[config.mk]
export PLATFORM = sky130hd
export DESIGN_NAME = lap_stopwatch_flat
export DESIGN_NICKNAME = d
export VERILOG_FILES = /design/src/rtl/lap_stopwatch_if.sv /design/src/rtl/lap_stopwatch.sv /design/src/flat_wrapper.sv
export SDC_FILE = /design/constraint.sdc
export NUM_CORES = 1
export LEC_CHECK = 0
export CAP_MARGIN = 10
export CORE_MARGIN = 2
export CORE_UTILIZATION = 40
export DETAILED_ROUTE_END_ITERATION = 7
export PLACE_DENSITY = 0.57
export SLEW_MARGIN = 20
export SYNTH_ARGS = -nofsm -noshare
export SYNTH_HDL_FRONTEND = slang
export SYNTH_SLANG_ARGS = --single-unit
[constraint.sdc]
create_clock -name CLK -period 6.3 [get_ports CLK]
set_clock_uncertainty 0.1 [all_clocks]
set_input_delay 1.575 -clock CLK [delete_from_list [all_inputs] [get_ports CLK]]
set_output_delay 1.575 -clock CLK [all_outputs]
set_load 0.1 [all_outputs]
[src/rtl/lap_stopwatch_if.sv]
// Control and status bundle between the mode selector / display side and lap_stopwatch.
interface lap_stopwatch_if #(
    parameter int unsigned SEC_DIGITS = 2,
    parameter int unsigned LAP_DEPTH  = 4
);
    localparam int unsigned NDIG = SEC_DIGITS + 2;
    localparam int unsigned TW   = 4 * NDIG;
    localparam int unsigned CW   = $clog2(LAP_DEPTH + 1);

    logic          ENABLE;
    logic          START_STOP;
    logic          CLEAR;
    logic          LAP;
    logic          LAP_RD;
    logic [TW-1:0] TIME;
    logic          RUNNING;
    logic          DONE;
    logic          WRAP;
    logic [TW-1:0] LAP_DATA;
    logic          LAP_VALID;
    logic [CW-1:0] LAP_COUNT;
    logic          LAP_OVF;

    modport master (
        output ENABLE, START_STOP, CLEAR, LAP, LAP_RD,
        input  TIME, RUNNING, DONE, WRAP, LAP_DATA, LAP_VALID, LAP_COUNT, LAP_OVF
    );

    modport slave (
        input  ENABLE, START_STOP, CLEAR, LAP, LAP_RD,
        output TIME, RUNNING, DONE, WRAP, LAP_DATA, LAP_VALID, LAP_COUNT, LAP_OVF
    );
endinterface

[src/rtl/lap_stopwatch.sv]
// BCD stopwatch with start/pause/clear control and a lap-capture FIFO.
// Build option: define STOPWATCH_WRAP_EN to roll over at max instead of saturating in DONE.
module lap_stopwatch #(
    parameter int unsigned TICK_DIV   = 500000,
    parameter int unsigned SEC_DIGITS = 2,
    parameter int unsigned LAP_DEPTH  = 4
) (
    input  logic           CLK,
    input  logic           RESET,
    lap_stopwatch_if.slave bus
);
    localparam int unsigned NDIG = SEC_DIGITS + 2;
    localparam int unsigned TW   = 4 * NDIG;
    localparam int unsigned PW   = $clog2(TICK_DIV);
    localparam int unsigned AW   = $clog2(LAP_DEPTH);
    localparam int unsigned CW   = $clog2(LAP_DEPTH + 1);
    localparam logic [TW-1:0] TIME_MAX = {NDIG{4'h9}};

    typedef enum logic [1:0] {
        ST_IDLE  = 2'd0,
        ST_RUN   = 2'd1,
        ST_PAUSE = 2'd2,
        ST_DONE  = 2'd3
    } state_t;

    state_t        state_q;
    logic [PW-1:0] presc_q;
    logic [TW-1:0] time_q;
    logic          running_q;
    logic          done_q;
    logic [TW-1:0] lap_mem [LAP_DEPTH];
    logic [AW-1:0] wr_ptr_q;
    logic [AW-1:0] rd_ptr_q;
    logic [CW-1:0] lap_cnt_q;
    logic [TW-1:0] lap_data_q;
    logic          lap_valid_q;
    logic          lap_ovf_q;
`ifdef STOPWATCH_WRAP_EN
    logic          wrap_q;
`endif

    logic clr_c;
    logic tick_c;
    logic full_c;
    logic lap_c;
    logic pop_c;
    logic push_c;

    // Ripple-carry BCD increment: each digit rolls 9 -> 0 and carries upward.
    function automatic logic [TW-1:0] bcd_inc(input logic [TW-1:0] t);
        logic [TW-1:0] r;
        logic          carry;
        r     = t;
        carry = 1'b1;
        for (int i = 0; i < int'(NDIG); i++) begin
            if (carry) begin
                if (t[4*i +: 4] == 4'd9) begin
                    r[4*i +: 4] = 4'd0;
                end else begin
                    r[4*i +: 4] = t[4*i +: 4] + 4'd1;
                    carry       = 1'b0;
                end
            end
        end
        return r;
    endfunction

    // A pop in the same cycle frees a slot, so a push into a full FIFO still lands.
    always_comb begin
        clr_c  = !bus.ENABLE || bus.CLEAR;
        tick_c = (state_q == ST_RUN) && (presc_q == PW'(TICK_DIV - 1));
        full_c = (lap_cnt_q == CW'(LAP_DEPTH));
        lap_c  = !clr_c && bus.LAP && (state_q == ST_RUN);
        pop_c  = !clr_c && bus.LAP_RD && (lap_cnt_q != '0);
        push_c = lap_c && (!full_c || pop_c);
    end

    always_ff @(posedge CLK or posedge RESET) begin
        if (RESET) begin
            state_q     <= ST_IDLE;
            presc_q     <= '0;
            time_q      <= '0;
            running_q   <= 1'b0;
            done_q      <= 1'b0;
            wr_ptr_q    <= '0;
            rd_ptr_q    <= '0;
            lap_cnt_q   <= '0;
            lap_data_q  <= '0;
            lap_valid_q <= 1'b0;
            lap_ovf_q   <= 1'b0;
            for (int i = 0; i < int'(LAP_DEPTH); i++) lap_mem[i] <= '0;
`ifdef STOPWATCH_WRAP_EN
            wrap_q      <= 1'b0;
`endif
        end else begin
            lap_valid_q <= 1'b0;
`ifdef STOPWATCH_WRAP_EN
            wrap_q      <= 1'b0;
`endif
            if (clr_c) begin
                state_q    <= ST_IDLE;
                presc_q    <= '0;
                time_q     <= '0;
                running_q  <= 1'b0;
                done_q     <= 1'b0;
                wr_ptr_q   <= '0;
                rd_ptr_q   <= '0;
                lap_cnt_q  <= '0;
                lap_data_q <= '0;
                lap_ovf_q  <= 1'b0;
                for (int i = 0; i < int'(LAP_DEPTH); i++) lap_mem[i] <= '0;
            end else begin
                // START_STOP outranks the tick; a paused prescaler keeps its partial count.
                case (state_q)
                    ST_IDLE: begin
                        if (bus.START_STOP) begin
                            state_q   <= ST_RUN;
                            running_q <= 1'b1;
                        end
                    end
                    ST_RUN: begin
                        if (bus.START_STOP) begin
                            state_q   <= ST_PAUSE;
                            running_q <= 1'b0;
                        end else if (tick_c) begin
                            presc_q <= '0;
                            if (time_q == TIME_MAX) begin
`ifdef STOPWATCH_WRAP_EN
                                time_q <= '0;
                                wrap_q <= 1'b1;
`else
                                state_q   <= ST_DONE;
                                running_q <= 1'b0;
                                done_q    <= 1'b1;
`endif
                            end else begin
                                time_q <= bcd_inc(time_q);
                            end
                        end else begin
                            presc_q <= presc_q + PW'(1);
                        end
                    end
                    ST_PAUSE: begin
                        if (bus.START_STOP) begin
                            state_q   <= ST_RUN;
                            running_q <= 1'b1;
                        end
                    end
                    default: ;
                endcase

                if (pop_c) begin
                    lap_data_q  <= lap_mem[rd_ptr_q];
                    lap_valid_q <= 1'b1;
                    rd_ptr_q    <= rd_ptr_q + AW'(1);
                end
                if (push_c) begin
                    lap_mem[wr_ptr_q] <= time_q;
                    wr_ptr_q          <= wr_ptr_q + AW'(1);
                end
                if (push_c && !pop_c) begin
                    lap_cnt_q <= lap_cnt_q + CW'(1);
                end else if (pop_c && !push_c) begin
                    lap_cnt_q <= lap_cnt_q - CW'(1);
                end
                if (lap_c && !push_c) begin
                    lap_ovf_q <= 1'b1;
                end
            end
        end
    end

    assign bus.TIME      = time_q;
    assign bus.RUNNING   = running_q;
    assign bus.DONE      = done_q;
    assign bus.LAP_DATA  = lap_data_q;
    assign bus.LAP_VALID = lap_valid_q;
    assign bus.LAP_COUNT = lap_cnt_q;
    assign bus.LAP_OVF   = lap_ovf_q;
`ifdef STOPWATCH_WRAP_EN
    assign bus.WRAP      = wrap_q;
`else
    assign bus.WRAP      = 1'b0;
`endif

endmodule

[src/flat_wrapper.sv]
// flat-port wrapper written by rule: the top's interface ports become plain ports
module lap_stopwatch_flat 
#(
    parameter int unsigned TICK_DIV   = 500000,
    parameter int unsigned SEC_DIGITS = 2,
    parameter int unsigned LAP_DEPTH  = 4
)
  (CLK, RESET, bus_ENABLE, bus_START_STOP, bus_CLEAR, bus_LAP, bus_LAP_RD, bus_TIME, bus_RUNNING, bus_DONE, bus_WRAP, bus_LAP_DATA, bus_LAP_VALID, bus_LAP_COUNT, bus_LAP_OVF);
  lap_stopwatch_if #(.SEC_DIGITS(SEC_DIGITS), .LAP_DEPTH(LAP_DEPTH)) bus_i ();
  input  logic CLK;
  input  logic RESET;
  input wire logic [$bits(bus_i.ENABLE)-1:0] bus_ENABLE;
  input wire logic [$bits(bus_i.START_STOP)-1:0] bus_START_STOP;
  input wire logic [$bits(bus_i.CLEAR)-1:0] bus_CLEAR;
  input wire logic [$bits(bus_i.LAP)-1:0] bus_LAP;
  input wire logic [$bits(bus_i.LAP_RD)-1:0] bus_LAP_RD;
  output wire logic [$bits(bus_i.TIME)-1:0] bus_TIME;
  output wire logic [$bits(bus_i.RUNNING)-1:0] bus_RUNNING;
  output wire logic [$bits(bus_i.DONE)-1:0] bus_DONE;
  output wire logic [$bits(bus_i.WRAP)-1:0] bus_WRAP;
  output wire logic [$bits(bus_i.LAP_DATA)-1:0] bus_LAP_DATA;
  output wire logic [$bits(bus_i.LAP_VALID)-1:0] bus_LAP_VALID;
  output wire logic [$bits(bus_i.LAP_COUNT)-1:0] bus_LAP_COUNT;
  output wire logic [$bits(bus_i.LAP_OVF)-1:0] bus_LAP_OVF;
  assign bus_i.ENABLE = bus_ENABLE;
  assign bus_i.START_STOP = bus_START_STOP;
  assign bus_i.CLEAR = bus_CLEAR;
  assign bus_i.LAP = bus_LAP;
  assign bus_i.LAP_RD = bus_LAP_RD;
  assign bus_TIME = bus_i.TIME;
  assign bus_RUNNING = bus_i.RUNNING;
  assign bus_DONE = bus_i.DONE;
  assign bus_WRAP = bus_i.WRAP;
  assign bus_LAP_DATA = bus_i.LAP_DATA;
  assign bus_LAP_VALID = bus_i.LAP_VALID;
  assign bus_LAP_COUNT = bus_i.LAP_COUNT;
  assign bus_LAP_OVF = bus_i.LAP_OVF;
  lap_stopwatch #(.TICK_DIV(TICK_DIV), .SEC_DIGITS(SEC_DIGITS), .LAP_DEPTH(LAP_DEPTH)) u_core (.CLK(CLK), .RESET(RESET), .bus(bus_i));
endmodule
# [After elaboration in Yosys (flattened, before gate mapping)]
# Cells that the tools add are included.
[classes] addsub=9 n_lt_le_gt_ge=3 n_eq_ne=14 muxes=74 bitwise=2 n_reduce_logical=38
[op_table] cell="$mux W16" count=10
[op_table] cell="$mux W64" count=2
[op_table] cell="$mux W19" count=4
[op_table] cell="$bwmux W64" count=1
[op_table] cell="$mux W1" count=34
[op_table] cell="$bmux W16 S2" count=1
[op_table] cell="$demux W16 S2" count=1
[op_table] cell="$mux W4" count=7
[op_table] cell="$add A19 B1 Y19 const B" count=1
[op_table] cell="$eq A19 B19 Y1 const B" count=1
[op_table] cell="$mux W2" count=9
[op_table] cell="$reduce_bool A2 Y1" count=9
[op_table] cell="$add A4 B1 Y4 const B" count=4
[op_table] cell="$eq A16 B16 Y1 const B" count=1
[op_table] cell="$eq A4 B4 Y1 const B" count=4
[op_table] cell="$reduce_and A5 Y1" count=3
[op_table] cell="$reduce_and A4 Y1" count=3
[op_table] cell="$logic_and A1 B1 Y1" count=10
[op_table] cell="$mux W3" count=3
[op_table] cell="$reduce_bool A3 Y1" count=3
[op_table] cell="$ge A3 B3 Y1 const B" count=2
[op_table] cell="$not A2 Y3" count=2
[op_table] cell="$logic_not A1 Y1" count=5
[op_table] cell="$add A2 B1 Y2 const B" count=2
[op_table] cell="16 further kinds" count=18
[word_totals] register_bits=128 input_bits=7 elab_cells=158

# [Logic depth before layout (Yosys ltp)]
[depth] word_depth=25 ltp_mapped=10

# [Worst setup path after synthesis]
# OpenSTA, ideal clock, no wires.
[synth_path] kind="input port to flip-flop" from="input bus_CLEAR" to="register u_core.lap_cnt_q[2] (netlist: u_core.bus.LAP_COUNT[2])" arrival_time_ps=3380 setup_slack_ps=2742 cell_stages=10 path_buffers=2 path_cell_list="nand2b_1 > clkbuf_1 > clkbuf_1 > nor2_1 > inv_1 > ha_1 > fa_1 > xnor2_1 > or3_1 > a21oi_1"
[synth_via] elab_chain_cells=9 elab_cells_between_ends=15
[synth_rtl] item="from (decl)" line_no="flat_wrapper.sv:14" rtl="input wire logic [$bits(bus_i.CLEAR)-1:0] bus_CLEAR;"
[synth_rtl] item="$logic_or A1 B1 Y1 (*)" line_no="lap_stopwatch.sv:70" rtl="clr_c = !bus.ENABLE || bus.CLEAR;"
[synth_rtl] item="$logic_not A1 Y1" line_no="lap_stopwatch.sv:73, lap_stopwatch.sv:74"
[synth_rtl] item="$logic_and A1 B1 Y1 (2 in a row)" line_no="lap_stopwatch.sv:74" rtl="pop_c = !clr_c && bus.LAP_RD && (lap_cnt_q != '0);"
[synth_rtl] item="$logic_or A1 B1 Y1" line_no="lap_stopwatch.sv:75" rtl="push_c = lap_c && (!full_c || pop_c);"
[synth_rtl] item="$logic_and A1 B1 Y1" line_no="lap_stopwatch.sv:75"
[synth_rtl] item="$logic_and A1 B1 Y1 / $logic_not A1 Y1 (equally long branches)" line_no="lap_stopwatch.sv:161, lap_stopwatch.sv:163"
[synth_rtl] item="$mux W3 / $logic_and A1 B1 Y1 (equally long branches)" line_no="lap_stopwatch.sv:161, lap_stopwatch.sv:163"
[synth_rtl] item="$mux W3 / $reduce_bool A3 Y1 (equally long branches)"
[synth_rtl] item="to (signal assigned)" line_no="lap_stopwatch.sv:162" rtl="lap_cnt_q <= lap_cnt_q + CW'(1);"
[synth_rtl] item="to (signal assigned)" line_no="lap_stopwatch.sv:164" rtl="lap_cnt_q <= lap_cnt_q - CW'(1);"
[synth_rtl] item="to (decl)" line_no="lap_stopwatch.sv:34" rtl="logic [CW-1:0] lap_cnt_q;"
# Every way passes the cells marked *; elsewhere a longest branch is shown, timed or not.
# A chain may end at the register's enable or synchronous reset.

# [Worst setup path in the final report]
[layout_path] from="input bus_CLEAR" to="register u_core.lap_mem[50] (netlist bit)"
[layout_via] elab_chain_cells=7 elab_cells_between_ends=10
[layout_rtl] item="$logic_or A1 B1 Y1 (*)" line_no="lap_stopwatch.sv:70"
[layout_rtl] item="$logic_not A1 Y1" line_no="lap_stopwatch.sv:73, lap_stopwatch.sv:74"
[layout_rtl] item="$logic_and A1 B1 Y1 (2 in a row)" line_no="lap_stopwatch.sv:74"
[layout_rtl] item="$logic_or A1 B1 Y1" line_no="lap_stopwatch.sv:75"
[layout_rtl] item="$logic_and A1 B1 Y1" line_no="lap_stopwatch.sv:75"
[layout_rtl] item="$reduce_bool A2 Y1 (no source line)"
[layout_rtl] item="to (signal, indexed assignment)" line_no="lap_stopwatch.sv:158" rtl="lap_mem[wr_ptr_q] <= time_q;"
[layout_rtl] item="to (decl)" line_no="lap_stopwatch.sv:31" rtl="logic [TW-1:0] lap_mem [LAP_DEPTH];"
# Marked as above.

==> impl_metrics.ini <==
[finish]
finish.net_count = 724
antennaDiodeCount = 0
seq_area_mm2 = 0.003204
number_of_fill_cells = 1477
area.growth.synth_to_final_pct = 17.85
drive_above_1_share = 0.08671
number_of_standard_cells_in_the_final_layout_excluding_fillers = 931
multi_input_area_mm2 = 0.002900
final_core_util = 0.4779
final_design_area_no_fill_mm2 = 0.007508

[timing]
worst-slew-pin-transition_ps = 1057
finalSetupViolations = 0
timing.final.crit_share = 0.6587
timing.fmax_ghz = 0.2410
slew_headroom = 0.2953
rsz_0062_raised_after_global_routing = false
final.min_clock_period_ps = 4150
finalHoldViolCount = 0
final-max-slew-violation-count = 0
fin_tns_setup_ps = 0

[yosys]
synthesis.instances = 683
ys_seq_elements = 128
yosysWarnings = 0
syn_area_mm2 = 0.006371
synth_nets = 705
yosysSeqAreaShare = 0.5027
syn_avg_cell_area_um2 = 9.328
top_cell_types_by_occurrence_after_synthesis = sky130_fd_sc_hd__nand2_1, sky130_fd_sc_hd__dfrtp_1, sky130_fd_sc_hd__o21ai_0
post_synth_edffs = 0
synth.top_cell.area_share = 0.5027
ys_async_sr_fraction = 1.000
synthTopCellsByArea = sky130_fd_sc_hd__dfrtp_1, sky130_fd_sc_hd__nand2_1, sky130_fd_sc_hd__o21ai_0, sky130_fd_sc_hd__mux4_2, sky130_fd_sc_hd__ha_1
synth_ff_type = sky130_fd_sc_hd__dfrtp_1
post-synth-top-count-cell = sky130_fd_sc_hd__nand2_1
synth_top_area_cell = sky130_fd_sc_hd__dfrtp_1
synth_cell_type_count = 57

[clocking]
clock_insertion_delay_worst_skew_ps = 420
clk_pin_slew_worst_paths_ps = 60
cts.path.max_buffers = 2
cts_made_buffers = 17
post_cts_resize_count = 0
holdBufCountCts = 0
number_of_buffers_inserted_by_post_cts_setup_repair = 0
cts_num_sinks = 128
ctsHtreeMaxLevel = 4
tritoncts = yes
cts_root_buf = sky130_fd_sc_hd__clkbuf_16

[global_routing]
grt_start_max_net_pins = 76
grt_overflow = 0
grt_antenna_before_repair = 0
groute.usage.overall = 0.1848
grt_pass1_wl_um = 24140
vias_in_the_first_global_route = 4676

[power]
swShare = 0.2177
cellLeakagePower_nw = 2.963
power.share.clock = 0.520
total_switching_power_mw = 0.3990
p_seq_frac = 0.450
power_density_mw_per_mm2 = 244.1
p_int_mw = 1.434
share_comb_of_total_power = 0.030
ir_worst_vdd_v = 0.0001747

[placement]
gp_congestion = 0.7850
postPlaceCellArea_mm2 = 0.006920
placed_cells = 899
place.detailed.hpwl_um = 9513
buffer_ports.inserted = 45

[route]
vias_per_cell = 5.193
detailedRoute.firstIterationViolations = 391
drc = 0
1st_pass_router_iterations = 5
routed_wire_length_per_instance_um = 15.49
antenna_violating_nets_post_route = 0
vias = 4835
routed_wirelength_um = 14420

[status]
status = finished, final reports clean

[worst_hold_path]
timing.hold.worst.class = reg -> reg

[floorplanning]
core_region_area_mm2 = 0.01571
die_w_um = 130.2
initial_util = 0.4055
rows = 46
fp.dieArea_mm2 = 0.01695
chipHeight_um = 130.2
ioPinCount = 47

[setup_path]
max_fo_critical_path = 32
arrival_ps = 4290
setup.worst_path.start_class = input port
category_of_the_most_critical_setup_path = in -> reg
required_time_worst_endpoint_ps = 6450
critical_path.endpoint_type = flip-flop

[run]
cap_violations = 0
## metal layers
metal	share of wire	GRT usage	vias up
met5	0	0	-
met4	0.0098	0.05882	0
met3	0.038	0.04920	13
met2	0.47	0.2833	100
met1	0.48	0.2575	2349
li1	-	-	2373
## per-stage QoR
| step | setup slack [ps] | total power, mW | hold WS [ps] |
|---|---|---|---|
| 2_1_floorplan | 1212 | 0.8780 | 395.1 |
| 3_3_place_gp | 1762 | 0.8952 | 406.3 |
| 3_5_place_dp | 1661 | 0.8966 | 409.6 |
| 4_1_cts | 2108 | 1.850 | 425.4 |
| 5_1_grt | 1851 | 1.891 | 438.9 |
| 6_report | 2150 | 1.833 | 419.1 |
## logic make-up after synthesis
family,count (synthesis),share of synthesized area
adder cells (fa/ha/maj),15,0.03064
flip-flops,128,0.5027
AO/OA/AOI/OAI,133,0.1159
XOR/XNOR,16,0.02199
AND/OR/NAND/NOR,301,0.2190
other,1,0.0005886
multiplexers,20,0.06304
buffers and inverters,69,0.04615
## placed cells by master, fill, tap and decap left out, types with 3 or more instances in the layout
cell type / count
sky130_fd_sc_hd__o31ai_1: 5
sky130_fd_sc_hd__a21oi_1: 28
sky130_fd_sc_hd__clkinv_2: 4
sky130_fd_sc_hd__nand3b_1: 3
sky130_fd_sc_hd__and3_1: 3
sky130_fd_sc_hd__clkbuf_16: 17
sky130_fd_sc_hd__nor4b_1: 3
sky130_fd_sc_hd__nor2_1: 38
sky130_fd_sc_hd__nor4_1: 3
sky130_fd_sc_hd__mux2i_1: 3
sky130_fd_sc_hd__clkinvlp_4: 3
sky130_fd_sc_hd__mux4_2: 16
sky130_fd_sc_hd__nor3_1: 4
sky130_fd_sc_hd__nand2_1: 185
sky130_fd_sc_hd__o21ai_0: 76
sky130_fd_sc_hd__dfrtp_1: 127
sky130_fd_sc_hd__buf_4: 4
sky130_fd_sc_hd__clkdlybuf4s50_1: 45
sky130_fd_sc_hd__and2_1: 3
sky130_fd_sc_hd__nand4_1: 10
sky130_fd_sc_hd__inv_1: 19
sky130_fd_sc_hd__nand3_1: 16
sky130_fd_sc_hd__a31oi_1: 6
sky130_fd_sc_hd__and3b_1: 5
sky130_fd_sc_hd__xnor2_1: 10
sky130_fd_sc_hd__clkbuf_1: 3
sky130_fd_sc_hd__or3_1: 4
sky130_fd_sc_hd__or4_1: 7
sky130_fd_sc_hd__xor2_1: 6
sky130_fd_sc_hd__ha_1: 14
## cell type report
cell class | count | area share
timing repair buffer | 49 | 0.06399
inverter | 20 | 0.01033
multi-input combinational | 486 | 0.3863
tap | 216 | 0.03599
clock buffer | 22 | 0.06182
clock inverter | 10 | 0.01483
sequential | 128 | 0.4268
## critical path, stage by stage
cell and delay, ps:
sky130_fd_sc_hd__clkdlybuf4s50_1 450, sky130_fd_sc_hd__nand2b_2 490, sky130_fd_sc_hd__nor3_1 610, sky130_fd_sc_hd__and2_1 910
sky130_fd_sc_hd__o21ai_0 230
## sequential cells by signal (all words and copies together) (netlist names)
register,cells
u_core.bus.LAP_OVF,1
u_core.wr_ptr_q,2
u_core.presc_q,19
u_core.bus.RUNNING,1
u_core.rd_ptr_q,2
u_core.lap_mem,64
u_core.bus.LAP_DATA,16
u_core.bus.TIME,16
u_core.bus.LAP_COUNT,3
u_core.bus.LAP_VALID,1
u_core.state_q,2
u_core.bus.DONE,1
## final timing paths
check	from	endpoint	slack [ps]	depth (start not counted)
max	bus_CLEAR	u_core.lap_mem[50]	2150	5
min	u_core.bus.LAP_DATA[11]	u_core.bus.LAP_DATA[11]	420	2
max reg2reg	u_core.bus.LAP_COUNT[0]	u_core.bus.LAP_COUNT[2]	3420	7
min reg2reg	u_core.bus.LAP_DATA[11]	u_core.bus.LAP_DATA[11]	420	2
max in group asynchronous	RESET	u_core.bus.LAP_COUNT[0]	3560	3
min in group asynchronous	RESET	u_core.bus.TIME[7]	1490	2
## power by group through the flow
stage / clock (mW) / combinational [mW] / sequential [mW]
3_3_place_gp: 0 / 0.0553 / 0.840
2_1_floorplan: 0 / 0.0350 / 0.843
5_1_grt: 1.00 / 0.0620 / 0.825
6_report: 0.953 / 0.0548 / 0.826
4_1_cts: 0.968 / 0.0564 / 0.825
3_5_place_dp: 0 / 0.0566 / 0.840
Note: power is estimated with default switching activity, not from simulation.
